==> config.mk <==
export PLATFORM = sky130hd
export DESIGN_NAME = rps_referee
export DESIGN_NICKNAME = d
export VERILOG_FILES = /design/src/rtl/rps_referee.sv
export SDC_FILE = /design/constraint.sdc
export NUM_CORES = 1
export LEC_CHECK = 0
export ABC_AREA = 1
export BUFFER_PORTS_ARGS = -buffer_cell sky130_fd_sc_hd__buf_2
export CORE_MARGIN = 10
export CORE_UTILIZATION = 55
export CTS_BUF_LIST = sky130_fd_sc_hd__clkbuf_4 sky130_fd_sc_hd__clkbuf_8 sky130_fd_sc_hd__clkbuf_16
export DETAILED_ROUTE_END_ITERATION = 10
export HOLD_SLACK_MARGIN = 0.05
export MAX_ROUTING_LAYER = met4
export PLACE_DENSITY = 0.75
export RECOVER_POWER = 25
export SYNTH_ARGS = -nofsm -noshare
export SYNTH_HDL_FRONTEND = slang
export SYNTH_SLANG_ARGS = --single-unit
==> constraint.sdc <==
create_clock -name clock -period 2 [get_ports clock]
set_input_delay 0.2 -clock clock [delete_from_list [all_inputs] [get_ports clock]]
set_output_delay 0.2 -clock clock [all_outputs]
set_load 0.1 [all_outputs]
==> src/rtl/rps_referee.sv <==
// Rock-Paper-Scissors round controller: locks the computer's choice generator,
// samples its throw, judges each round and keeps match score up to WIN_TARGET.
module rps_referee #(
  parameter int WIN_TARGET  = 3,
  parameter int SCORE_W     = 4,
  parameter int HOLD_CYCLES = 4,
  parameter int MAX_RETRY   = 3
) (
  input  logic               clock,
  input  logic               reset_n,
  input  logic [1:0]         player_choice,
  input  logic               player_commit,
  input  logic               new_match,
  input  logic [1:0]         computer_choice,
  output logic               stop_signal,
  output logic [1:0]         result,
  output logic               result_valid,
  output logic [SCORE_W-1:0] player_score,
  output logic [SCORE_W-1:0] computer_score,
  output logic [SCORE_W-1:0] round_count,
  output logic               busy,
  output logic               match_over,
  output logic               match_winner
);

  // The cycle counter serves both the LOCK hold window and the 2-cycle REARM gap.
  localparam int CNT_W = (HOLD_CYCLES > 2) ? $clog2(HOLD_CYCLES) : 1;
  localparam int RTY_W = (MAX_RETRY > 0) ? $clog2(MAX_RETRY + 1) : 1;

  typedef enum logic [2:0] {
    S_IDLE  = 3'd0,
    S_LOCK  = 3'd1,
    S_REARM = 3'd2,
    S_JUDGE = 3'd3,
    S_DONE  = 3'd4
  } state_e;

  state_e             state_q, state_d;
  logic [CNT_W-1:0]   cnt_q, cnt_d;
  logic [RTY_W-1:0]   retry_q, retry_d;
  logic [1:0]         throw_q, throw_d;
  logic [1:0]         capt_q, capt_d;
  logic               stop_q, stop_d;
  logic               busy_q, busy_d;
  logic               over_q, over_d;
  logic               winner_q, winner_d;
  logic [1:0]         result_q, result_d;
  logic               rv_q, rv_d;
  logic [SCORE_W-1:0] pscore_q, pscore_d;
  logic [SCORE_W-1:0] cscore_q, cscore_d;
  logic [SCORE_W-1:0] rounds_q, rounds_d;
  logic [1:0]         judged_s;

  // Round outcome: an Unset computer throw is a void round.
  function automatic logic [1:0] judge_throw(input logic [1:0] p, input logic [1:0] c);
    logic [1:0] r;
    if ((c == 2'd0) || (p == 2'd0)) begin
      r = 2'd0;
    end else if (p == c) begin
      r = 2'd3;
    end else begin
      case ({p, c})
        4'b01_11, 4'b10_01, 4'b11_10: r = 2'd1;
        default:                      r = 2'd2;
      endcase
    end
    return r;
  endfunction

  assign judged_s = judge_throw(throw_q, capt_q);

  // Next-state and next-output logic for the round FSM.
  always_comb begin
    state_d  = state_q;
    cnt_d    = cnt_q;
    retry_d  = retry_q;
    throw_d  = throw_q;
    capt_d   = capt_q;
    winner_d = winner_q;
    result_d = result_q;
    rv_d     = 1'b0;
    pscore_d = pscore_q;
    cscore_d = cscore_q;
    rounds_d = rounds_q;

    if (new_match) begin
      state_d  = S_IDLE;
      cnt_d    = '0;
      retry_d  = '0;
      capt_d   = 2'd0;
      winner_d = 1'b0;
      result_d = 2'd0;
      pscore_d = '0;
      cscore_d = '0;
      rounds_d = '0;
    end else begin
      case (state_q)
        S_IDLE: begin
          if (player_commit && (player_choice != 2'd0)) begin
            throw_d = player_choice;
            cnt_d   = '0;
            state_d = S_LOCK;
          end else begin
            state_d = S_IDLE;
          end
        end

        S_LOCK: begin
          if (cnt_q == CNT_W'(HOLD_CYCLES - 1)) begin
            cnt_d  = '0;
            capt_d = computer_choice;
            if (computer_choice != 2'd0) begin
              state_d = S_JUDGE;
            end else if (retry_q < RTY_W'(MAX_RETRY)) begin
              retry_d = retry_q + RTY_W'(1);
              state_d = S_REARM;
            end else begin
              // Retries exhausted: the Unset capture judges as a void round.
              state_d = S_JUDGE;
            end
          end else begin
            cnt_d = cnt_q + CNT_W'(1);
          end
        end

        S_REARM: begin
          if (cnt_q == CNT_W'(1)) begin
            cnt_d   = '0;
            state_d = S_LOCK;
          end else begin
            cnt_d = cnt_q + CNT_W'(1);
          end
        end

        S_JUDGE: begin
          result_d = judged_s;
          rv_d     = 1'b1;
          retry_d  = '0;
          case (judged_s)
            2'd1:    pscore_d = pscore_q + SCORE_W'(1);
            2'd2:    cscore_d = cscore_q + SCORE_W'(1);
            default: pscore_d = pscore_q;
          endcase
          if ((judged_s != 2'd0) && (rounds_q != {SCORE_W{1'b1}})) begin
            rounds_d = rounds_q + SCORE_W'(1);
          end else begin
            rounds_d = rounds_q;
          end
          if (pscore_d == SCORE_W'(WIN_TARGET)) begin
            winner_d = 1'b0;
            state_d  = S_DONE;
          end else if (cscore_d == SCORE_W'(WIN_TARGET)) begin
            winner_d = 1'b1;
            state_d  = S_DONE;
          end else begin
            state_d = S_IDLE;
          end
        end

        S_DONE: begin
          state_d = S_DONE;
        end

        default: begin
          state_d = S_IDLE;
        end
      endcase
    end

    // Status outputs are registered from the next state so they align with it.
    stop_d = (state_d == S_LOCK);
    busy_d = (state_d == S_LOCK) || (state_d == S_REARM) || (state_d == S_JUDGE);
    over_d = (state_d == S_DONE);
  end

  // State and output registers.
  always_ff @(posedge clock or negedge reset_n) begin
    if (!reset_n) begin
      state_q  <= S_IDLE;
      cnt_q    <= '0;
      retry_q  <= '0;
      throw_q  <= 2'd0;
      capt_q   <= 2'd0;
      stop_q   <= 1'b0;
      busy_q   <= 1'b0;
      over_q   <= 1'b0;
      winner_q <= 1'b0;
      result_q <= 2'd0;
      rv_q     <= 1'b0;
      pscore_q <= '0;
      cscore_q <= '0;
      rounds_q <= '0;
    end else begin
      state_q  <= state_d;
      cnt_q    <= cnt_d;
      retry_q  <= retry_d;
      throw_q  <= throw_d;
      capt_q   <= capt_d;
      stop_q   <= stop_d;
      busy_q   <= busy_d;
      over_q   <= over_d;
      winner_q <= winner_d;
      result_q <= result_d;
      rv_q     <= rv_d;
      pscore_q <= pscore_d;
      cscore_q <= cscore_d;
      rounds_q <= rounds_d;
    end
  end

  assign stop_signal    = stop_q;
  assign result         = result_q;
  assign result_valid   = rv_q;
  assign player_score   = pscore_q;
  assign computer_score = cscore_q;
  assign round_count    = rounds_q;
  assign busy           = busy_q;
  assign match_over     = over_q;
  assign match_winner   = winner_q;

endmodule

==> results of run 1 <==
[registers in the layout (all words and copies together), names as in the netlist]
register and flops:
computer_score 4, player_score 4, round_count 4, state_q 3, capt_q 2, cnt_q 2
result 2, retry_q 2, throw_q 2, busy 1, match_over 1, match_winner 1
result_valid 1, stop_signal 1
[metal layers]
layer	vias up	global-route usage	wire, um
met5	-	-	0
met4	0	0.0567	48
met3	6	0.0460	266
met2	63	0.226	1850
met1	702	0.175	1600
li1	727	-	-
[report_power, final]
| part | internal, W | total, W | switching [W] |
|---|---|---|---|
| Combinational | 0.0000274 | 0.000124 | 0.0000967 |
| Sequential | 0.000620 | 0.000632 | 0.0000116 |
| Clock | 0.000423 | 0.000647 | 0.000224 |
[cell type report]
class                      instances  area share
timing repair buffer              30      0.0826
multi-input combinational        131       0.387
sequential                        30       0.384
clock inverter                     2      0.0305
clock buffer                       6      0.0261
inverter                          37      0.0706
tap                               31      0.0197
[logic make-up (layout without fill, tap and decap cells)]
family,count (synthesis),after routing
buffers and inverters,39,75
multiplexers,1,1
AO/OA/AOI/OAI,34,34
XOR/XNOR,3,3
AND/OR/NAND/NOR,86,86
adder cells (fa/ha/maj),7,7
flip-flops,30,30
[worst paths after layout]
check	slack [ps]	endpoint	startpoint	cells after the start
worst min register to register	500	retry_q[0]	retry_q[0]	1
worst max-delay path	200	match_over	throw_q[0]	13
worst min-delay path	130	throw_q[0]	player_choice[0]	3
max in group asynchronous	1040	round_count[0]	reset_n	2
min in group asynchronous	440	computer_score[3]	reset_n	2
worst max register to register	200	match_over	throw_q[0]	13
[what timing repair did]
action,4_1_cts,5_1_grt
buffers inserted,0,0
resized for setup,0,2
hold buffers,1,0
endpoints found under the setup margin,0,4
endpoints found under the hold margin,30,0
[through the flow]
step	power (W)	cell area [um^2]	utilization	cells
6_report	0.00140	1970	0.702	267
2_1_floorplan	0.000725	1660	-	200
4_1_cts	0.00141	1960	0.697	267
5_1_grt	0.00146	1970	0.702	267
3_3_place_gp	0.000761	1830	0.654	258
3_5_place_dp	0.000766	1830	0.654	258
[placed cells by master, fill, tap and decap left out, types with 3 or more instances in the layout]
cell type	synthesis	final
nor2_1	15	15
nor3_1	4	4
xor2_1	3	3
inv_1	34	34
nand3_1	8	8
buf_2	1	25
o22ai_1	5	5
nand2_1	41	41
dfrtp_1	30	26
dfrtp_2	0	4
clkbuf_4	0	5
buf_4	0	3
o21ai_0	14	14
ha_1	7	7
a21oi_1	6	6
nand4_1	7	7
[worst reg2reg max path: stages, from the launching register on]
cell	delay, ps
dfrtp_1	420
inv_2	110
nor2_1	50
nand2_1	50
nand2_1	80
nor2_4	230
inv_1	120
nand3b_1	90
nand2_1	90
nor2_1	120
nand2_1	90
nand2_1	80
nand2_2	60
a21oi_1	130
==> impl_metrics.toml, run 1 <==
[clocking]
cts.htree.levels = 2
clock_path_buffers = 2
numCtsBuffers = 5
cts_root_buffer = "clkbuf_4"
path_clk_slew_ps = 100
cts_tree = "done"
cts_sinks = 30
clkLatencyLatePin_ps = 340

[sta]
finalSetupTns_ps = 0
finalWorstSetupSlack_ps = 197
fin_hold_ws_ps = 128
period_share = 0.902
fin_worst_skew_ps = 14.7
rsz0062_at_grt = "yes"
slew_headroom = 0.506
max_freq_ghz = 0.555
hold_violations = 0
slew_violations = 0
fin_crit_ps = 1800
worst_slew_pin_slew_ps = 742
setup_violations = 0

[pwr]
power_per_cell_area_mw_per_mm2 = 713
peakVddDrop_v = 0.000485
power_leakage_nw = 1.07

[synthesis]
yosys_most_used_dff = "dfrtp_1"
syn-mean-instance-area_um2 = 8.27
synth_top_family_by_area = "simple AND/OR/NAND/NOR gates"
ys_ff_latch = 30
ys_warn_count = 0
synthTopCellsByArea = "dfrtp_1 45%, nand2_1 9.3%, inv_1 7.7%, ha_1 5.3%, o21ai_0 4.2%"
synth_common_cells = "41 x nand2_1, 34 x inv_1, 30 x dfrtp_1"
postSynthNetCount = 215
synth_xor_area_frac = 0.0159
synth.most_common_cell = "nand2_1"
ys_seq_area_frac = 0.454
postSynthCellCount = 200
synthAdderAreaFrac = 0.0530
ys_types = 31
synth_compound_area_frac = 0.133
synthArstFlopShare = 1.00
synth_mux_area_frac = 0.00605
synth.cell_area_mm2 = 0.00165
synth-simple-area-share = 0.244
synth_edf_count = 0
synth_top_area_frac = 0.454
synth_top_area_cell = "dfrtp_1"

[global_routing]
antenna_found_initial = 0
grt_max_degree = 31
overflow = 0
grt.total_usage = 0.146
grt_pass1_wl_um = 6220
grt_pass1_vias = 1381

[drt]
vias_per_cell = 5.61
drtAntennaViolNets = 0
routed_wl_um = 3770
dr.pass1.iters = 4
drtIter0Drc = 216
vias = 1498
drc = 0
wl_per_cell_um = 14.1

[status]
status = "finished, final reports clean"

[setup_path]
start_kind = "register"
worst_path_most_repeated_cell = "nand2_1"
cp.arrival_ps = 2070
worst_path_largest_cell_delay_ps = 420
path_cells = "inv_2 -> nor2_1 -> nand2_1 -> nand2_1 -> nor2_4 -> inv_1 -> nand3b_1 -> nand2_1 -> nor2_1 -> nand2_1 -> nand2_1 -> nand2_2 -> a21oi_1"
worstSetupEndpointType = "register"
critPathMaxFanout = 8
path_buf_inv = 2
crit_family = "simple AND/OR/NAND/NOR gates"
crit_slowest_cell = "dfrtp_1"
crit_type = "register to register"
crit_required_ps = 2260

[floorplanning]
fp.dieW_um = 74.8
coreArea_mm2 = 0.00281
pin_count = 27
start_util = 0.590
rows = 19
die_y_um = 74.8
die_area_mm2 = 0.00560

[cells_and_area]
nets = 250
num_antenna_cells = 0
drive_gt1_frac = 0.220
multi_input_area_um2 = 761
n_fill_cell = 225
seqCellArea_um2 = 756
area_growth_pct = 19.0

[placed_design]
place_ws_ps = 168
globalplace.congestion = 0.906
portBuffers = 26
hpwl_um = 2840

[job]
cap_violations = 0

[hold_path]
hold_path.class = "primary input to register"
Note: power is estimated with default switching activity, not from simulation.
==> run 2, diff against run 1 <==
--- a/config.mk
+++ b/config.mk
@@ -15,6 +15,7 @@
 export MAX_ROUTING_LAYER = met4
 export PLACE_DENSITY = 0.75
 export RECOVER_POWER = 25
+export REMOVE_ABC_BUFFERS = 1
 export SYNTH_ARGS = -nofsm -noshare
 export SYNTH_HDL_FRONTEND = slang
 export SYNTH_SLANG_ARGS = --single-unit
==> run 2 against run 1 <==
  * Clock-buffer cell count unchanged
  * Critical path type unchanged
  * Largest power group unchanged
  * Global-route usage increased by 0.61 points
  * Die area stayed put
==> impl_metrics.toml, run 2 (synthesis results as in run 1) <==
[pwr]
power_per_cell_area_mw_per_mm2 = 712
total_power_w = 0.00139
peakVddDrop_v = 0.000812
power_leakage_nw = 1.08

[global_routing]
overflow = 0
grt_max_degree = 31
grt_pass1_vias = 1506
antenna_found_initial = 0
grt.total_usage = 0.153
grt_pass1_wl_um = 6440

[setup_path]
path_cells = "inv_2 -> nand2_1 -> nor2_1 -> nor2_4 -> buf_4 -> nand4_1 -> nand2_1 -> nor2_1 -> nand2_1 -> nand2_1 -> nand2_2 -> a21oi_1"
r2r-end = "match_over"
worst_path_most_repeated_cell = "nand2_1"
crit_slowest_cell = "dfrtp_1"
r2r-start = "capt_q[1]"
reg2reg_depth = 12
worstSetupEndpointType = "register"
worst_path_largest_cell_delay_ps = 430
critPathMaxFanout = 7
crit_type = "register to register"
reg2reg_slack_ps = 240
start_kind = "register"
cp.arrival_ps = 2030
crit_required_ps = 2270

[clocking]
clock_path_buffers = 2
clkLatencyLatePin_ps = 330
cts_root_buffer = "clkbuf_4"
path_clk_slew_ps = 110
cts_tree = "done"
cts.htree.levels = 2
numCtsBuffers = 5
cts_sinks = 30

[placed_design]
portBuffers = 26
hpwl_um = 2890
globalplace.congestion = 0.880
place_ws_ps = 189

[cells_and_area]
mostFrequentLayoutCell = "nand2_1"
fin_util = 0.697
n_fill_cell = 226
multi_input_area_um2 = 753
seqCellArea_um2 = 751
nets = 250
num_antenna_cells = 0
final_cell_mix = "41 x nand2_1, 34 x inv_1, 30 x dfrtp_1, 25 x buf_2, 15 x nor2_1"
area_growth_pct = 18.2
drive_gt1_frac = 0.199

[drt]
vias = 1486
drc = 0
drtAntennaViolNets = 0
wl_per_cell_um = 14.0
vias_per_cell = 5.57
drtIter0Drc = 87
dr.pass1.iters = 5
routed_wl_um = 3740

[sta]
rsz0062_at_grt = "no"
worst_slew_pin_slew_ps = 721
slew_headroom = 0.519
fin_worst_skew_ps = 16.3
slew_violations = 0
hold_violations = 0
fin_crit_ps = 1760
max_freq_ghz = 0.567
period_share = 0.882
setup_violations = 0
finalWorstSetupSlack_ps = 236

[hold_path]
hold_path.class = "primary input to register"
holdPathStages = 3
worstHoldEndpoint = "throw_q[0]"
hold_start = "player_choice[0]"

[floorplanning]
die_area_mm2 = 0.00560
start_util = 0.590
coreArea_mm2 = 0.00281
die_y_um = 74.8
fp.dieW_um = 74.8
rows = 19
pin_count = 27

[job]
cap_violations = 0

[status]
status = "finished, final reports clean"
## run 2: cell counts in the layout (fill, tap and decap cells not counted)
Identical to the previous run, type by type.
## run 2: cell type report
class / count / area share
inverters: 37 / 0.0710
well taps: 31 / 0.0198
clock buffers: 6 / 0.0262
repair buffers: 30 / 0.0832
flip-flops and latches: 30 / 0.384
clock inverters: 2 / 0.0307
multi-input cells: 131 / 0.385
## run 2: how the worst max path moves through the flow
| stage | from | to |
|---|---|---|
| 2_1_floorplan | round_count[0] | round_count[2] |
| 3_3_place_gp | throw_q[0] | match_over |
| 3_5_place_dp | capt_q[1] | match_over |
| 4_1_cts | capt_q[1] | match_over |
| 5_1_grt | capt_q[1] | match_winner |
| 6_report | capt_q[1] | match_over |
## run 2: critical path, delay by kind of cell, from the launching register on
kind,cells,cell delay (ps)
AND/OR/NAND/NOR,9,860
flip-flops,1,430
buffers and inverters,2,290
AO/OA/AOI/OAI,1,130
## run 2: power by group
group	leakage, nW	switching (W)	internal [W]
registers	0.410	0.0000124	0.000620
clock network	0.0585	0.000212	0.000424
logic	0.610	0.0000966	0.0000275
## run 2: timing repair
item | in CTS | in global routing
setup buffers | 0 | 0
hold buffers | 1 | 0
setup endpoints to repair | 0 | 3
endpoints found under the hold margin | 30 | 0
gates resized for setup | 0 | 1
## run 2: layer usage
layer  vias to the layer above  track usage  share of wire  routed length, um
li1                        728            -              -                  -
met1                       696        0.152           0.39               1450
met2                        52        0.263           0.53               1970
met3                        10       0.0460          0.060                223
met4                         0       0.0798          0.025                 95
met5                         -            -              0                  0
## run 2: per-stage QoR
stage	area, um^2	setup TNS, ps	hold WS [ps]	cells
2_1_floorplan	1640	-918	-95.6	198
3_3_place_gp	1830	0	260	258
3_5_place_dp	1830	0	276	258
4_1_cts	1950	0	131	267
5_1_grt	1960	0	126	267
6_report	1960	0	138	267
==> run 3, diff against run 2 <==
--- a/config.mk
+++ b/config.mk
@@ -6,7 +6,7 @@
 export NUM_CORES = 1
 export LEC_CHECK = 0
 export ABC_AREA = 1
-export BUFFER_PORTS_ARGS = -buffer_cell sky130_fd_sc_hd__buf_2
+export BUFFER_PORTS_ARGS = -buffer_cell sky130_fd_sc_hd__clkbuf_2
 export CORE_MARGIN = 10
 export CORE_UTILIZATION = 55
 export CTS_BUF_LIST = sky130_fd_sc_hd__clkbuf_4 sky130_fd_sc_hd__clkbuf_8 sky130_fd_sc_hd__clkbuf_16
==> run 3 against run 2 <==
  * Largest power group is now registers
  * Critical endpoint is now state_q[2]
  * Highest routed layer unchanged
  * Sequential power about the same
  * Non-clock buffer count unchanged
  * Utilization decreased by 1.9 points
  * Die area unchanged
  * Critical path depth increased by 1
  * Via count decreased by 2.7%
  * Register-to-register slack got worse by 40 ps
  * Cell count unchanged
  * Setup slack got worse by 38 ps
  * Fmax decreased by 2.1%
  * Hold slack got worse by 11 ps
  * Clock skew decreased by 11 ps
==> impl_metrics.toml, run 3 (synthesis results as in run 1) <==
[pwr]
power_per_cell_area_mw_per_mm2 = 603
power_leakage_nw = 1.04
peakVddDrop_v = 0.000388

[global_routing]
use_met1 = 0.150
grt_pass1_vias = 1390
grt.total_usage = 0.147
grt_max_degree = 31
grt.busiest_layer = "met2"
met3_usage = 0.0407
overflow = 0
grt_use_met2 = 0.260
grt_pass1_wl_um = 6170
antenna_found_initial = 0

[setup_path]
critPathMaxFanout = 7
start_kind = "register"
worstSetupEndpointType = "register"
crit_required_ps = 2250
cp.arrival_ps = 2060
crit_type = "register to register"

[hold_path]
hold_path.class = "primary input to register"

[drt]
wl_per_cell_um = 13.8
routed_wl_um = 3700
drtAntennaViolNets = 0
vias_per_cell = 5.42
vias = 1446
drc = 0
dr.pass1.iters = 6
drtIter0Drc = 107

[sta]
hold_violations = 0
slew_headroom = 0.506
worst_slew_pin_slew_ps = 741
setup_violations = 0
max_freq_ghz = 0.555
fin_crit_ps = 1800
slew_violations = 0
period_share = 0.901
rsz0062_at_grt = "no"
fin_worst_skew_ps = 5.31

[cells_and_area]
fin_util = 0.678
final_cell_mix = "41 x nand2_1, 34 x inv_1, 30 x dfrtp_1, 26 x clkbuf_2, 15 x nor2_1"
area_growth_pct = 15.1
nets = 250
num_antenna_cells = 0
mostFrequentLayoutCell = "nand2_1"
drive_gt1_frac = 0.199
finalNonFillerCells = 267

[placed_design]
portBuffers = 26
hpwl_um = 2830
placed_cells = 258
globalplace.congestion = 0.837

[floorplanning]
pin_count = 27
rows = 19
die_y_um = 74.8
coreArea_mm2 = 0.00281
fp.dieW_um = 74.8
start_util = 0.590
die_area_mm2 = 0.00560

[clocking]
clkLatencyLatePin_ps = 330
cts-resized-gates = 0
clock_path_buffers = 2
cts.htree.levels = 2
post-cts-setup-buffers = 0
cts_root_buffer = "clkbuf_4"
hold_buffers = 1
numCtsBuffers = 5
cts_sinks = 30
cts_tree = "done"
path_clk_slew_ps = 90

[job]
cap_violations = 0

[status]
status = "finished, final reports clean"
==> run 3: cell types whose count changed in the layout (fill, tap and decap cells not counted) <==
cell | before | now
nor2_4 | 1 | 0
buf_2 | 25 | 0
bufinv_16 | 2 | 0
clkinv_2 | 0 | 1
clkbuf_4 | 5 | 6
clkbuf_2 | 1 | 26
nor2_2 | 2 | 3
==> run 3: path summary, 6_finish.rpt <==
path                                   from           endpoint  slack [ps]  cells after the start
max reg2reg                       capt_q[1]         state_q[2]         200                     13
min in group asynchronous           reset_n          result[0]         460                      2
min reg2reg                       result[1]          result[1]         500                      1
max in group asynchronous           reset_n  computer_score[1]        1060                      2
min                        player_choice[0]         throw_q[0]         130                      3
max                               capt_q[1]         state_q[2]         200                     13
==> run 3: power by group <==
part | internal, W | leakage (nW) | switching [W] | total [W]
logic | 0.0000273 | 0.592 | 0.0000957 | 0.000123
clock network | 0.000184 | 0.0387 | 0.000209 | 0.000392
registers | 0.000620 | 0.410 | 0.0000120 | 0.000632
==> run 3: cell type report <==
class | instances | area [um^2]
fill | 240 | 902
clock buffer | 7 | 58.8
multi-input combinational | 131 | 748
sequential | 30 | 751
timing repair buffer | 30 | 163
inverter | 37 | 139
tap | 31 | 38.8
clock inverter | 1 | 5.00
==> run 3: worst max-delay path: stages (launching register included) <==
cell and delay [ps]:
dfrtp_1 420, inv_2 110, nor2_1 50, nand2_1 50, nand2_1 60, nor2_2 260
inv_1 130, nand3b_1 110, nand2_1 70, nor2_1 100, nand2_1 70, nand2_1 80
nand2_2 60, a21oi_1 140
==> run 3: stage by stage <==
step | instance area, um^2 | TNS (ps) | hold WS, ps | setup slack [ps] | power, W
after global routing | 1900 | 0 | 126 | 16.0 | 0.00121
after detailed placement | 1830 | 0 | 302 | 207 | 0.000766
after CTS | 1900 | 0 | 122 | 204 | 0.00116
after floorplan | 1640 | -918 | -95.6 | -257 | 0.000723
final | 1900 | 0 | 127 | 198 | 0.00115
after global placement | 1830 | 0 | 285 | 266 | 0.000761
==> run 3: routing by layer <==
metal / vias to the layer above / wire (um)
met5: - / 0
met4: 0 / 36
met3: 6 / 159
met2: 35 / 1910
met1: 674 / 1590
li1: 731 / -
